<file path="src/rtl/mux_pkg.sv">
// Shared types and sizing helpers for the design pin-mux switch controller.
package mux_pkg;

   typedef enum logic [1:0] {
      RUN     = 2'd0,
      QUIESCE = 2'd1,
      RESET   = 2'd2,
      RELEASE = 2'd3
   } state_t;

   localparam int SEL_BITS_DEF = 5;

   // The timer counts down from (cycles - 1), so it needs clog2 of the larger hold time.
   function automatic int timer_w(input int quiesce_cycles, input int reset_cycles);
      int m;
      m = (quiesce_cycles > reset_cycles) ? quiesce_cycles : reset_cycles;
      return (m > 1) ? $clog2(m) : 1;
   endfunction

endpackage

</file>
<file path="src/rtl/sync2.sv">
// Generic two-flop synchroniser for pad inputs, cleared by async active-low reset.
module sync2 #(
   parameter int WIDTH = 1
) (
   input  logic             clk,
   input  logic             rst_n,
   input  logic [WIDTH-1:0] i_d,
   output logic [WIDTH-1:0] o_q
);

   logic [WIDTH-1:0] r_meta;
   logic [WIDTH-1:0] r_sync;

   always_ff @(posedge clk or negedge rst_n) begin
      if (!rst_n) begin
         r_meta <= '0;
         r_sync <= '0;
      end else begin
         r_meta <= i_d;
         r_sync <= r_meta;
      end
   end

   assign o_q = r_sync;

endmodule

</file>
<file path="src/rtl/mux_switch_ctrl.sv">
// Debounces the design-select pads and sequences a glitch-free hand-over:
// outputs off, design reset, mux select update, reset release, outputs on.
//
//   state   | meaning
//   RUN     | design active, outputs enabled, debouncing select pads
//   QUIESCE | outputs disabled, waiting before asserting design reset
//   RESET   | design reset held low with the new select applied
//   RELEASE | reset released, one cycle before outputs re-enable
module mux_switch_ctrl
   import mux_pkg::*;
#(
   parameter int SEL_BITS       = SEL_BITS_DEF,
   parameter int DEBOUNCE       = 4,
   parameter int QUIESCE_CYCLES = 2,
   parameter int RESET_CYCLES   = 8,
   parameter int CNT_W          = 8
) (
   input  logic                clk,
   input  logic                rst_n,
   input  logic [SEL_BITS-1:0] sel_req,
   output logic [SEL_BITS-1:0] sel,
   output logic                design_rst_n,
   output logic                out_en,
   output logic                busy,
   output logic [CNT_W-1:0]    switch_cnt
);

   localparam int TMR_W  = timer_w(QUIESCE_CYCLES, RESET_CYCLES);
   localparam int DCNT_W = $clog2(DEBOUNCE + 1);
   localparam logic [TMR_W-1:0]  QUIESCE_LOAD = TMR_W'(QUIESCE_CYCLES - 1);
   localparam logic [TMR_W-1:0]  RESET_LOAD   = TMR_W'(RESET_CYCLES - 1);
   localparam logic [DCNT_W-1:0] DCNT_LAST    = DCNT_W'(DEBOUNCE - 1);
   localparam logic [DCNT_W-1:0] DCNT_ONE     = DCNT_W'(1);

   state_t              r_state, w_state_nxt;
   logic [TMR_W-1:0]    r_timer, w_timer_nxt;
   logic [SEL_BITS-1:0] r_sel, w_sel_nxt;
   logic [SEL_BITS-1:0] r_cand, w_cand_nxt;
   logic [DCNT_W-1:0]   r_dcnt, w_dcnt_nxt;
   logic [CNT_W-1:0]    r_cnt, w_cnt_nxt;
   logic                r_drst_n, w_drst_n_nxt;
   logic                r_out_en, w_out_en_nxt;
   logic                w_commit;
   logic [SEL_BITS-1:0] w_sel_sync;

   sync2 #(.WIDTH(SEL_BITS)) u_sync (
      .clk   (clk),
      .rst_n (rst_n),
      .i_d   (sel_req),
      .o_q   (w_sel_sync)
   );

   always_comb begin
      w_state_nxt  = r_state;
      w_timer_nxt  = r_timer;
      w_sel_nxt    = r_sel;
      w_cand_nxt   = r_cand;
      w_dcnt_nxt   = '0;
      w_cnt_nxt    = r_cnt;
      w_drst_n_nxt = r_drst_n;
      w_out_en_nxt = r_out_en;
      w_commit     = 1'b0;
      unique case (r_state)
         RUN: begin
            // dcnt == 0 means no live candidate, so a stale cand never shortens the count
            if (w_sel_sync == r_sel) begin
               w_dcnt_nxt = '0;
            end else if ((w_sel_sync != r_cand) || (r_dcnt == '0)) begin
               w_cand_nxt = w_sel_sync;
               w_dcnt_nxt = DCNT_ONE;
               w_commit   = (DEBOUNCE == 1);
            end else begin
               w_dcnt_nxt = r_dcnt + 1'b1;
               w_commit   = (r_dcnt == DCNT_LAST);
            end
            if (w_commit) begin
               w_state_nxt  = QUIESCE;
               w_out_en_nxt = 1'b0;
               w_timer_nxt  = QUIESCE_LOAD;
               w_dcnt_nxt   = '0;
            end
         end
         QUIESCE: begin
            if (r_timer == '0) begin
               w_state_nxt  = RESET;
               w_sel_nxt    = r_cand;
               w_drst_n_nxt = 1'b0;
               w_cnt_nxt    = r_cnt + 1'b1;
               w_timer_nxt  = RESET_LOAD;
            end else begin
               w_timer_nxt = r_timer - 1'b1;
            end
         end
         RESET: begin
            w_cand_nxt = '0;
            if (r_timer == '0) begin
               w_state_nxt  = RELEASE;
               w_drst_n_nxt = 1'b1;
            end else begin
               w_timer_nxt = r_timer - 1'b1;
            end
         end
         RELEASE: begin
            w_cand_nxt   = '0;
            w_state_nxt  = RUN;
            w_out_en_nxt = 1'b1;
         end
         default: begin
            w_state_nxt = RESET;
         end
      endcase
   end

   always_ff @(posedge clk or negedge rst_n) begin
      if (!rst_n) begin
         r_state  <= RESET;
         r_timer  <= RESET_LOAD;
         r_sel    <= '0;
         r_cand   <= '0;
         r_dcnt   <= '0;
         r_cnt    <= '0;
         r_drst_n <= 1'b0;
         r_out_en <= 1'b0;
      end else begin
         r_state  <= w_state_nxt;
         r_timer  <= w_timer_nxt;
         r_sel    <= w_sel_nxt;
         r_cand   <= w_cand_nxt;
         r_dcnt   <= w_dcnt_nxt;
         r_cnt    <= w_cnt_nxt;
         r_drst_n <= w_drst_n_nxt;
         r_out_en <= w_out_en_nxt;
      end
   end

   assign sel          = r_sel;
   assign design_rst_n = r_drst_n;
   assign out_en       = r_out_en;
   assign switch_cnt   = r_cnt;
   assign busy         = (r_state != RUN);

endmodule

</file>
<file path="config.mk">
export PLATFORM = sky130hd
export DESIGN_NAME = mux_switch_ctrl
export DESIGN_NICKNAME = d
export VERILOG_FILES = /design/src/rtl/mux_pkg.sv /design/src/rtl/sync2.sv /design/src/rtl/mux_switch_ctrl.sv
export SDC_FILE = /design/constraint.sdc
export NUM_CORES = 1
export LEC_CHECK = 0
export ABC_AREA = 1
export CORE_UTILIZATION = 49
export DETAILED_ROUTE_END_ITERATION = 7
export PLACE_DENSITY = 0.85
export SYNTH_ARGS = -nofsm -noshare
export SYNTH_HDL_FRONTEND = slang
export SYNTH_HIERARCHICAL = 1
export SYNTH_SLANG_ARGS = --single-unit
</file>
<file path="constraint.sdc">
create_clock -name clk -period 1.4 [get_ports clk]
set_input_delay 0.35 -clock clk [delete_from_list [all_inputs] [get_ports clk]]
set_output_delay 0.35 -clock clk [all_outputs]
set_load 0.02 [all_outputs]
</file>
# Word level (Yosys, flattened, before mapping)
# Index checks and enable logic that the tools add are counted.
# totals
memories,0
out_inout_bits,16
ramBits,0
input_bits,7
register_bits,38
latchBits,0
mem_bits_ro,0
wordCells,64
# classes
muxes,23
n_addsub,3
multipliers,0
bitwise,0
n_div,0
shift,0
order_cmp,0
reduce_logical,16
eq_ne,12
# ops
op,count
3-bit two-way mux,7
3-bit AND reduction,4
5-bit two-way mux,2
"2-bit != test, second input constant",5
5-bit case mux with 2 select lines,1
3-bit case mux with 3 select lines,1
"8-bit by 1-bit adder with 8-bit output, second input constant",1
2-bit case mux with 4 select lines,1
2-bit nonzero test,4
3-bit zero test,2
1-bit two-way mux,6
2-bit two-way mux,3
5-bit equality test,1
5-bit != test,1
"2-bit equality test, second input constant",2
1-bit case mux with 2 select lines,2
2-bit AND reduction,2
"3-bit by 1-bit adder with 3-bit output, second input constant",1
"3-bit by 2-bit equality test with 1-bit output, second input constant",1
3-bit nonzero test,1
"3-bit by 1-bit subtractor with 3-bit output, second input constant",1
"2-bit by 1-bit equality test with 1-bit output, second input constant",1
2-bit zero test,1
"2-bit by 1-bit != test with 1-bit output, second input constant",1
other kinds (2),2

# Longest topological paths before layout
# logic_depth
depth_word,7
depth_mapped,13
ltp_nobuf,13

# Cells and area by module
# The synthesis kept the hierarchy.
# by_module_without_submodules
mod,seq_area_each_um2,area_per_inst_um2,instances,cells_each
mux_switch_ctrl,705.7,1594.0,1,203
sync2,250.2,250.2,1,10

# Worst setup path before layout
# No wires, ideal clock.
# synth_timing
kind,flip-flop to flip-flop
start,reg r_timer[0]
end,reg r_sel[0] (netlist: sel[0])
stages_incl_launch_ff,8
setup_time_ns,0.132
period_less_slack_ns,1.544
required_time_ns,1.268
arrival_time_ns,1.412
setup_slack_ns,-0.144
path_buffers,1
cell_sequence,dfstp_2 -> inv_1 -> ha_1 -> inv_1 -> nor2_1 -> nand2_1 -> clkbuf_1 -> o21ai_0
# synth_between
elab_chain_len,2
# synth_lines
element,line_no,rtl
start: declaration,mux_switch_ctrl.sv:36,"logic [TMR_W-1:0] r_timer, w_timer_nxt;"
start signal: assignment,mux_switch_ctrl.sv:126,r_timer <= w_timer_nxt;
3-bit zero test,mux_switch_ctrl.sv:84,if (r_timer == '0) begin
2-bit AND reduction (no line),-,
end signal: assignment,mux_switch_ctrl.sv:127,r_sel <= w_sel_nxt;
end: declaration,mux_switch_ctrl.sv:37,"logic [SEL_BITS-1:0] r_sel, w_sel_nxt;"
# Every way passes these cells.
# A chain may end at the register's enable or synchronous reset.

# Worst setup path in the final report
# layout_timing
start,reg r_timer[0]
end,reg r_cnt[6] (netlist: switch_cnt[6])
# layout_between
elab_chain_len,2
# layout_lines
element,line_no,rtl
3-bit zero test,mux_switch_ctrl.sv:84,
2-bit AND reduction (no line),-,
end signal: assignment,mux_switch_ctrl.sv:130,r_cnt <= w_cnt_nxt;
end: declaration,mux_switch_ctrl.sv:40,"logic [CNT_W-1:0] r_cnt, w_cnt_nxt;"
# Every way passes these cells.

==> impl_metrics.yaml <==
synthesis:
  async_flop_share_pct: 100.0
  synth-main-ff-cell: "dfrtp_1"
  syn_inst: 213
  yosysWarnings: 6
  synth.net_count: 230
  ys_ff_latch: 38
  ys_types: 22
  avgSynthCellArea_um2: 8.659
  synth_area_mm2: 0.001844
  synth_edf_count: 0
  ys_seq_area_share_pct: 51.83
floorplan:
  dieArea_mm2: 0.004013
  core_mm2: 0.003468
  die_x_um: 63.35
  row_count: 21
  initial_core_util_pct: 53.17
  io-pin-count: 23
  die_h_um: 63.35
clock_network:
  clock_sinks: 38
  clkLatencyLatePin_ps: 310
  numCtsBuffers: 5
  root_buffer: "clkbuf_8"
  cts_tree: "done"
  clkSlewWorstSetupHoldPaths_ps: 80
  cts_buffer_depth: 2
  htreeDepth: 2
power_and_ir_drop:
  internal_power_w: 0.003922
  p_leak_nw: 1.520
  pwr-share-comb_pct: 61.9
  pwr-share-clk_pct: 13.7
  p_seq_share_pct: 24.4
  max-vdd-ir-drop_uv: 1500
  swShare_pct: 45.25
  switchingPower_w: 0.003242
  power_density_mw_per_mm2: 2337
run:
  cap_viol_max_count: 0
sta:
  hold_viol_final: 13
  hold_ws_ps: -5.304
  slew_headroom_pct: 68.46
  layout_setup_ws_ps: -315.5
  fin_setup_tns_ps: -4776
  tightest_slew_ps: 473.1
  fmax_mhz: 582.9
  rsz0062_at_grt: "yes"
  timing.final.crit_share_pct: 122.5
  fin_crit_ps: 1716
  skew_ps: 8.375
  slew_violations: 0
  setup_viol: 30
critical_path:
  ff2ff_path_depth: 8
  r2r_start: "r_timer[0]"
  arrival_ps: 1910
  regToRegSetupSlack_ps: -320
  end_kind: "register"
  r2r_end: "switch_cnt[6]"
  critPathMaxFanout: 3
  worstSetupStartpointType: "register"
  critPathKind: "register to register"
  required_ps: 1590
status:
  failed_checks: "hold timing, setup timing"
  status: "complete, but fails checks"
route:
  vias: 1898
  drt_iter0_markers: 152
  drcViolationCount: 0
  antenna_left: 0
  vias_per_cell: 5.632
  detail_route.first_pass.iterations: 4
  wl_per_cell_um: 21.18
  finalWirelength_um: 7138
finish:
  syn_to_final_growth_pct: 66.21
  utilization_pct: 88.38
  antennaDiodeCount: 0
  drive_gt1_share_pct: 57.04
  nets: 308
global_routing:
  overflow: 0
  grt_pass1_vias: 1805
  grt_pass1_wl_um: 8514
  track_usage_pct: 29.20
  antenna_found_initial: 0
  grt_max_degree: 21
min_path:
  holdCritPathClass: "input port to async pin"
placement:
  hpwl_um: 2781
  place_congestion: 0.8719
  portBuffers: 22
power groups by stage:
stage / sequential [W] / combinational [W] / clock (W)
global route: 0.00177 / 0.00464 / 0.00103
detailed placement: 0.00167 / 0.00250 / 0
global placement: 0.00164 / 0.00243 / 0
floorplan: 0.00182 / 0.00131 / 0
CTS: 0.00165 / 0.00308 / 0.000962
finish: 0.00175 / 0.00443 / 0.000984
flip-flops by register name (all words and copies together) (netlist names):
name	flops
design_rst_n	1
out_en	1
r_cand	5
r_dcnt	3
r_state	2
r_timer	3
sel	5
switch_cnt	8
u_sync/o_q	5
u_sync/r_meta	5
cells in the final DEF, fill, tap and decap left out, types with 10 or more instances in the layout:
master | netlist | routed
nor2_1 | 16 | 11
nand2_1 | 68 | 32
inv_1 | 28 | 17
buf_4 | 0 | 37
nand2_4 | 0 | 10
nand2_2 | 5 | 29
dfrtp_1 | 34 | 33
inv_2 | 3 | 12
buf_6 | 1 | 11
nand3_1 | 15 | 12
layout make-up:
type | instances | area, µm²
clock buffers | 6 | 82.58
well taps | 46 | 57.56
flip-flops and latches | 38 | 957.2
repair buffers | 72 | 615.6
multi-input cells | 142 | 1195
fillers | 147 | 402.9
clock inverters | 1 | 30.03
inverters | 32 | 127.6
cells in the mapped netlist (2+ instances only):
cell type / instances / area (µm²)
nor3_2: 2 / 20.02
o21ai_0: 8 / 40.04
dfrtp_1: 34 / 850.8
dfstp_2: 4 / 105.1
nand2_2: 5 / 31.28
nor2_1: 16 / 60.06
nand3_1: 15 / 75.07
inv_2: 3 / 11.26
inv_1: 28 / 105.1
nand3_2: 3 / 30.03
xnor2_1: 7 / 61.31
a21oi_1: 2 / 10.01
nand2_1: 68 / 255.2
ha_1: 10 / 125.1
how the worst max path moves through the flow:
stage               start             to  slack (ps)  cells past startpoint
2_1_floorplan  r_timer[1]  switch_cnt[6]          -8                      8
3_3_place_gp   r_state[1]           busy        -340                      4
3_5_place_dp   r_state[1]           busy        -360                      4
4_1_cts        r_state[1]           busy        -160                      4
5_1_grt        r_timer[0]  switch_cnt[6]        -330                      8
6_report       r_timer[0]  switch_cnt[6]        -320                      8
per-layer routing:
layer / up-vias / share of wire [%] / global-route usage, %
met2: 118 / 52 / 50.27
met4: 0 / 7.0 / 17.90
met1: 921 / 35 / 31.90
met5: - / 0 / 0
li1: 809 / - / -
met3: 50 / 6.5 / 7.428
stage by stage:
stage	total power, W	setup slack [ps]	area (µm²)	hold WS (ps)	instances
CTS	0.005698	-155.6	2695	1.491	329
global placement	0.004066	-338.3	2341	317.1	307
global route	0.007433	-330.7	3065	19.73	337
finish	0.007164	-315.5	3065	-5.304	337
floorplan	0.003128	-7.967	1864	54.41	213
detailed placement	0.004171	-361.5	2341	315.9	307
cells by family (layout without fill, tap and decap cells):
logic type | count (synthesis) | count (layout) | share of synthesized area [%]
XOR/XNOR | 8 | 8 | 3.799
multiplexers | 1 | 1 | 0.6105
AO/OA/AOI/OAI | 10 | 10 | 2.714
flip-flops | 38 | 38 | 51.83
buffers and inverters | 34 | 111 | 7.326
adder cells (fa/ha/maj) | 10 | 10 | 6.784
AND/OR/NAND/NOR | 112 | 113 | 26.93
critical path, stage by stage, from the launching register on:
cell and delay [ps]:
dfstp_2 400, inv_2 100, ha_4 150, inv_4 40
nor2_4 220, nand3_4 140, nor3b_4 280, nand2_1 140
xnor2_1 140
repair_timing:
item,4_1_cts,5_1_grt
resized for setup,63,107
gates cloned,2,0
setup buffers,13,11
hold buffers,0,0
endpoints found under the setup margin,44,38
pin swaps,21,42
Power figures use the tool's default switching activity.
